===== src/rtl/stopwatch_timer_core.sv =====
// Stopwatch / countdown timer core: H:M:S counting, preset register with range
// checking, auto-reloading timer mode, blinking alarm and a lap capture FIFO.
module stopwatch_timer_core #(
  parameter int unsigned TICKS_PER_SEC = 100_000_000,
  parameter int unsigned MAX_HOURS     = 24,
  parameter int unsigned LAP_DEPTH     = 4,
  parameter int unsigned BLINK_CYCLES  = 20_000_000,
  parameter int unsigned HW            = (MAX_HOURS > 1) ? $clog2(MAX_HOURS) : 1
) (
  input  logic                       clk,
  input  logic                       reset_n,
  input  logic                       start,
  input  logic                       pause,
  input  logic                       clear,
  input  logic                       lap,
  input  logic                       mode_toggle,
  input  logic                       auto_reload,
  input  logic                       preset_load,
  input  logic [HW-1:0]              preset_h,
  input  logic [5:0]                 preset_m,
  input  logic [5:0]                 preset_s,
  input  logic                       lap_rd,
  output logic [HW-1:0]              hours,
  output logic [5:0]                 minutes,
  output logic [5:0]                 seconds,
  output logic [1:0]                 state,
  output logic                       mode,
  output logic                       time_up,
  output logic                       alarm,
  output logic                       wrap,
  output logic                       preset_err,
  output logic [HW-1:0]              lap_h,
  output logic [5:0]                 lap_m,
  output logic [5:0]                 lap_s,
  output logic [$clog2(LAP_DEPTH):0] lap_count,
  output logic                       lap_ovf
);

  localparam int unsigned PW = $clog2(LAP_DEPTH);
  localparam int unsigned CW = PW + 1;
  localparam int unsigned TW = (TICKS_PER_SEC > 1) ? $clog2(TICKS_PER_SEC) : 1;
  localparam int unsigned BW = (BLINK_CYCLES > 1) ? $clog2(BLINK_CYCLES) : 1;

  typedef enum logic [1:0] {
    S_IDLE  = 2'b00,
    S_RUN   = 2'b01,
    S_PAUSE = 2'b10,
    S_UP    = 2'b11
  } state_e;

  typedef struct packed {
    logic [HW-1:0] h;
    logic [5:0]    m;
    logic [5:0]    s;
  } hms_t;

  localparam hms_t ZERO_T   = hms_t'({HW'(0), 6'd0, 6'd0});
  localparam hms_t ONE_T    = hms_t'({HW'(0), 6'd0, 6'd1});
  localparam hms_t MAX_T    = hms_t'({HW'(MAX_HOURS - 1), 6'd59, 6'd59});
  localparam hms_t PRESET_R = hms_t'({HW'(0), 6'd0, 6'd59});

  function automatic hms_t hms_inc(input hms_t t);
    hms_t r;
    r = t;
    if (t.s != 6'd59) begin
      r.s = t.s + 6'd1;
    end else begin
      r.s = 6'd0;
      if (t.m != 6'd59) begin
        r.m = t.m + 6'd1;
      end else begin
        r.m = 6'd0;
        r.h = (32'(t.h) >= MAX_HOURS - 1) ? HW'(0) : t.h + HW'(1);
      end
    end
    return r;
  endfunction

  function automatic hms_t hms_dec(input hms_t t);
    hms_t r;
    r = t;
    if (t.s != 6'd0) begin
      r.s = t.s - 6'd1;
    end else begin
      r.s = 6'd59;
      if (t.m != 6'd0) begin
        r.m = t.m - 6'd1;
      end else begin
        r.m = 6'd59;
        r.h = t.h - HW'(1);
      end
    end
    return r;
  endfunction

  state_e        state_q, state_d;
  logic          mode_q, mode_d;
  hms_t          time_q, time_d;
  hms_t          preset_q, preset_d;
  logic [TW-1:0] presc_q, presc_d;
  logic [BW-1:0] blink_q, blink_d;
  logic          alarm_q, alarm_d;
  logic          time_up_q, time_up_d;
  logic          wrap_q, wrap_d;
  logic          perr_q, perr_d;
  hms_t          mem_q [LAP_DEPTH];
  hms_t          mem_d [LAP_DEPTH];
  logic [PW-1:0] rd_ptr_q, rd_ptr_d;
  logic [PW-1:0] wr_ptr_q, wr_ptr_d;
  logic [CW-1:0] cnt_q, cnt_d;
  logic          ovf_q, ovf_d;
  hms_t          head_q, head_d;

  hms_t preset_in;
  logic preset_ok;
  logic tick;
  logic push;
  logic pop;

  assign preset_in = hms_t'({preset_h, preset_m, preset_s});
  assign preset_ok = (preset_m <= 6'd59) && (preset_s <= 6'd59) && (32'(preset_h) < MAX_HOURS);
  assign tick      = (state_q == S_RUN) && (presc_q == TW'(TICKS_PER_SEC - 1));

  // Command decode and time update; clear outranks everything else.
  always_comb begin
    state_d   = state_q;
    mode_d    = mode_q;
    time_d    = time_q;
    preset_d  = preset_q;
    time_up_d = 1'b0;
    wrap_d    = 1'b0;
    perr_d    = 1'b0;
    if (clear) begin
      state_d = S_IDLE;
      time_d  = mode_q ? preset_q : ZERO_T;
    end else begin
      case (state_q)
        S_RUN: begin
          if (pause) state_d = S_PAUSE;
          if (tick) begin
            if (!mode_q) begin
              time_d = hms_inc(time_q);
              wrap_d = (time_q == MAX_T);
            end else if (time_q == ONE_T || time_q == ZERO_T) begin
              time_up_d = 1'b1;
              if (auto_reload && preset_q != ZERO_T) begin
                time_d = preset_q;
              end else begin
                time_d  = ZERO_T;
                state_d = S_UP;
              end
            end else begin
              time_d = hms_dec(time_q);
            end
          end
        end
        default: begin
          if (preset_load) begin
            if (preset_ok) begin
              preset_d = preset_in;
              if (state_q == S_IDLE && mode_q) time_d = preset_in;
            end else begin
              perr_d = 1'b1;
            end
          end else if (mode_toggle && state_q == S_IDLE) begin
            mode_d = !mode_q;
            time_d = mode_q ? ZERO_T : preset_q;
          end else if (start) begin
            case (state_q)
              S_IDLE:  if (!(mode_q && time_q == ZERO_T)) state_d = S_RUN;
              S_PAUSE: state_d = S_RUN;
              S_UP: begin
                state_d = S_IDLE;
                time_d  = preset_q;
              end
              default: ;
            endcase
          end
        end
      endcase
    end
  end

  // Prescaler restarts on every entry to RUNNING; alarm starts high on entry to TIME_UP.
  always_comb begin
    presc_d = (state_q == S_RUN && state_d == S_RUN && !tick) ? presc_q + TW'(1) : TW'(0);
    blink_d = BW'(0);
    alarm_d = 1'b0;
    if (state_d == S_UP) begin
      if (state_q != S_UP) begin
        alarm_d = 1'b1;
      end else if (blink_q == BW'(BLINK_CYCLES - 1)) begin
        alarm_d = !alarm_q;
      end else begin
        blink_d = blink_q + BW'(1);
        alarm_d = alarm_q;
      end
    end
  end

  assign push = lap && !mode_q && (state_q == S_RUN || state_q == S_PAUSE) && !clear;
  assign pop  = lap_rd && (cnt_q != CW'(0)) && !clear;

  // Lap FIFO: pop before push, a push into a full FIFO drops the oldest entry.
  always_comb begin
    mem_d    = mem_q;
    rd_ptr_d = rd_ptr_q;
    wr_ptr_d = wr_ptr_q;
    cnt_d    = cnt_q;
    ovf_d    = ovf_q;
    if (clear) begin
      rd_ptr_d = PW'(0);
      wr_ptr_d = PW'(0);
      cnt_d    = CW'(0);
      ovf_d    = 1'b0;
    end else begin
      if (pop) begin
        rd_ptr_d = rd_ptr_d + PW'(1);
        cnt_d    = cnt_d - CW'(1);
      end
      if (push) begin
        mem_d[wr_ptr_q] = time_q;
        wr_ptr_d        = wr_ptr_q + PW'(1);
        if (cnt_d == CW'(LAP_DEPTH)) begin
          rd_ptr_d = rd_ptr_d + PW'(1);
          ovf_d    = 1'b1;
        end else begin
          cnt_d = cnt_d + CW'(1);
        end
      end
    end
    head_d = (cnt_d == CW'(0)) ? ZERO_T : mem_d[rd_ptr_d];
  end

  always_ff @(posedge clk) begin
    if (!reset_n) begin
      state_q   <= S_IDLE;
      mode_q    <= 1'b0;
      time_q    <= ZERO_T;
      preset_q  <= PRESET_R;
      presc_q   <= TW'(0);
      blink_q   <= BW'(0);
      alarm_q   <= 1'b0;
      time_up_q <= 1'b0;
      wrap_q    <= 1'b0;
      perr_q    <= 1'b0;
      for (int unsigned i = 0; i < LAP_DEPTH; i++) mem_q[i] <= ZERO_T;
      rd_ptr_q  <= PW'(0);
      wr_ptr_q  <= PW'(0);
      cnt_q     <= CW'(0);
      ovf_q     <= 1'b0;
      head_q    <= ZERO_T;
    end else begin
      state_q   <= state_d;
      mode_q    <= mode_d;
      time_q    <= time_d;
      preset_q  <= preset_d;
      presc_q   <= presc_d;
      blink_q   <= blink_d;
      alarm_q   <= alarm_d;
      time_up_q <= time_up_d;
      wrap_q    <= wrap_d;
      perr_q    <= perr_d;
      mem_q     <= mem_d;
      rd_ptr_q  <= rd_ptr_d;
      wr_ptr_q  <= wr_ptr_d;
      cnt_q     <= cnt_d;
      ovf_q     <= ovf_d;
      head_q    <= head_d;
    end
  end

  assign hours      = time_q.h;
  assign minutes    = time_q.m;
  assign seconds    = time_q.s;
  assign state      = state_q;
  assign mode       = mode_q;
  assign time_up    = time_up_q;
  assign alarm      = alarm_q;
  assign wrap       = wrap_q;
  assign preset_err = perr_q;
  assign lap_h      = head_q.h;
  assign lap_m      = head_q.m;
  assign lap_s      = head_q.s;
  assign lap_count  = cnt_q;
  assign lap_ovf    = ovf_q;

endmodule


===== config.mk =====
export PLATFORM = sky130hd
export DESIGN_NAME = stopwatch_timer_core
export DESIGN_NICKNAME = d
export VERILOG_FILES = /design/src/rtl/stopwatch_timer_core.sv
export SDC_FILE = /design/constraint.sdc
export NUM_CORES = 1
export LEC_CHECK = 0
export CORE_MARGIN = 2
export CORE_UTILIZATION = 40
export DETAILED_ROUTE_END_ITERATION = 10
export GPL_TIMING_DRIVEN = 0
export PLACE_DENSITY = 0.63
export RECOVER_POWER = 100
export SYNTH_ARGS = -nofsm -noshare
export SYNTH_HDL_FRONTEND = slang
export SYNTH_SLANG_ARGS = --single-unit

===== constraint.sdc =====
create_clock -name clk -period 3.3 [get_ports clk]
set_input_delay 0.495 -clock clk [delete_from_list [all_inputs] [get_ports clk]]
set_output_delay 0.495 -clock clk [all_outputs]
set_load 0.03 [all_outputs]

==> impl_metrics.yaml <==
run_status:
  status: "completed"
final_layout:
  layout_common_cells: "nand2_1, dfxtp_1, a21oi_1"
  nets: 1406
  diodes: 0
  fill_cells: 2351
  drive_gt1_share_pct: 11.0
  area_growth_pct: 23.8
  final_common_cell: "nand2_1"
  fin_util_pct: 49.9
worst_setup_path:
  end_kind: "flop"
  crit_required_ps: 3650
  critical_path_class: "reg -> reg"
  worstPathMaxFanout: 5
  critPathArrivalTime_ps: 3570
  start_kind: "flop"
grt:
  grt_pass1_wl_um: 46700
  grt_overflow: 0
  track_usage_pct: 22.5
  antenna_found_initial: 0
  grt_pass1_vias: 8759
  grt_max_degree: 24
placement:
  dpl.hpwl_um: 21000
  port_buffers: 71
  finalWeightedCongestion: 0.929
sta:
  fmax_ghz: 0.310
  finClkSkew_ps: 15.7
  slew_violations: 0
  period_share_pct: 97.6
  worstMarginPinSlew_ps: 971
  setup_viol: 0
  hold_viol: 0
  slew_headroom_pct: 34.6
  finalCriticalPeriod_ps: 3220
drt:
  antenna_left: 0
  drc: 0
  wl_per_cell_um: 17.4
  first_iter_violations: 841
  drt_wl_total_um: 29400
  vias: 9538
  viasPerCell: 5.64
  firstDrtPassIters: 5
floorplanning:
  dieArea_sq_mm: 0.0256
  initial_core_util_pct: 40.3
  row_count: 57
  io_pins: 72
  die_width_um: 160
  coreArea_sq_mm: 0.0241
  die_y_um: 160
synthesis:
  synth.top_cell.area_share_pct: 38.3
  synth-main-ff-cell: "dfxtp_1"
  synth_area_leaders: "dfxtp_1, nand2_1, a21oi_1"
  postSynthAreaPerCell_sq_um: 7.83
  yosys_warnings: 0
  synth-seq-cells: 186
  yosysSeqAreaShare_pct: 38.3
  mappedNetlistArea_sq_mm: 0.00972
  yosys.area.top_type: "dfxtp_1"
  synth.distinct_cells: 73
  synth-edff-count: 0
  syn-num-nets: 1292
  syn_inst: 1241
  ys_async_sr_fraction_pct: 0
cts:
  cts_root_buffer: "clkbuf_16"
  clk_latency_ps: 450
  htree_levels: 4
  cts.sinks: 186
  cts_tree: "yes"
  cts-buffers-inserted: 17
  clockBufferDepth: 2
  cts.clk_slew.worst_paths_ps: 80
min_path:
  hold_class: "reg -> reg"
job:
  max_cap_viol_count: 0
power_and_ir_drop:
  power.leakage_nw: 4.03
  power_density_mw_per_mm2: 426
  total_power_mw: 5.12
  ir_worst_vdd_mv: 0.252
-- timing repair --
action,CTS,global route
setup endpoints to repair,22,77
pin swaps,6,13
gates cloned,0,3
hold buffers,0,0
endpoints found under the hold margin,0,0
resized for setup,30,64
buffers inserted,10,11
-- synthesized netlist by cell type (20+ instances only) --
cell type	count
inv_1	30
a21oi_1	114
nor3_1	73
o21ai_0	23
xnor2_1	37
clkbuf_1	61
nand3_1	34
nand2_1	253
nand4_1	23
nor2_1	85
o211ai_1	29
dfxtp_1	186
ha_1	24
o221ai_1	20
xor2_1	31
-- path summary, 6_finish.rpt --
path | from | end | slack (ps) | cells after the start
worst min register to register | mem_q[33] | mem_q[33] | 460 | 2
worst max register to register | lap_count[0] | lap_s[1] | 80 | 14
worst min-delay path | mem_q[33] | mem_q[33] | 460 | 2
worst max-delay path | lap_count[0] | lap_s[1] | 80 | 14
-- through the flow --
stage          cell area [sq um]  setup slack (ps)  cells  setup TNS (ps)  hold slack, ps
2_1_floorplan               9720              22.5   1241               0             424
3_3_place_gp               10800             -1030   1636          -15840             440
3_5_place_dp               10800             -1140   1636          -17590             447
4_1_cts                    11700              1.66   1678               0             458
5_1_grt                    12000             -22.6   1692           -64.7             475
6_report                   12000              78.5   1692               0             458
-- per-layer routing --
metal / GRT usage [%] / wire (um)
met1: 30.9 / 13500
met2: 36.5 / 13800
met3: 3.82 / 1670
met4: 6.55 / 435
met5: 0 / 0
-- power breakdown --
group          switching [mW]  leakage (nW)  internal, mW
clock network            1.12         0.306          1.07
logic                   0.404          2.22         0.208
registers              0.0476          1.50          2.27
-- registers in the layout, summed over array words and instances (netlist names), 6 cells and up --
signal    cells
blink_q      25
lap_m         6
lap_s         6
mem_q        68
minutes       6
presc_q      27
preset_q     17
seconds       6
-- area by class of cell --
| cell class | instances | area, sq um | area share, % |
|---|---|---|---|
| multi-input combinational | 938 | 5820 | 48.4 |
| sequential | 186 | 3730 | 31.0 |
| timing repair buffer | 94 | 892 | 7.42 |
| clock buffer | 17 | 425 | 3.54 |
| buffer | 87 | 418 | 3.47 |
| tap | 324 | 405 | 3.37 |
| clock inverter | 15 | 214 | 1.78 |
| inverter | 31 | 121 | 1.01 |
-- kinds of logic (layout without fill, tap and decap cells) --
family,after synthesis,in the layout,share of synthesized area (%)
and+or+nand+nor,547,547,26.0
AOI/OAI and AO/OA,290,290,20.2
DFF,186,186,38.3
buffers and inverters,118,244,5.11
xor gates and xnor gates,69,69,6.36
adders and majority gates,24,24,3.09
muxes,7,8,0.863
-- worst max-delay path, cell delays in order, from the launching register on --
cell	delay [ps]
dfxtp_4	370
inv_4	50
ha_4	170
nor2b_4	140
nor3_1	190
or2_4	170
inv_1	40
ha_2	180
and2_1	190
mux2_4	320
xnor3_2	350
mux2i_4	390
buf_6	170
o22ai_1	90
o32ai_2	320
Note: power is estimated with default switching activity, not from simulation.
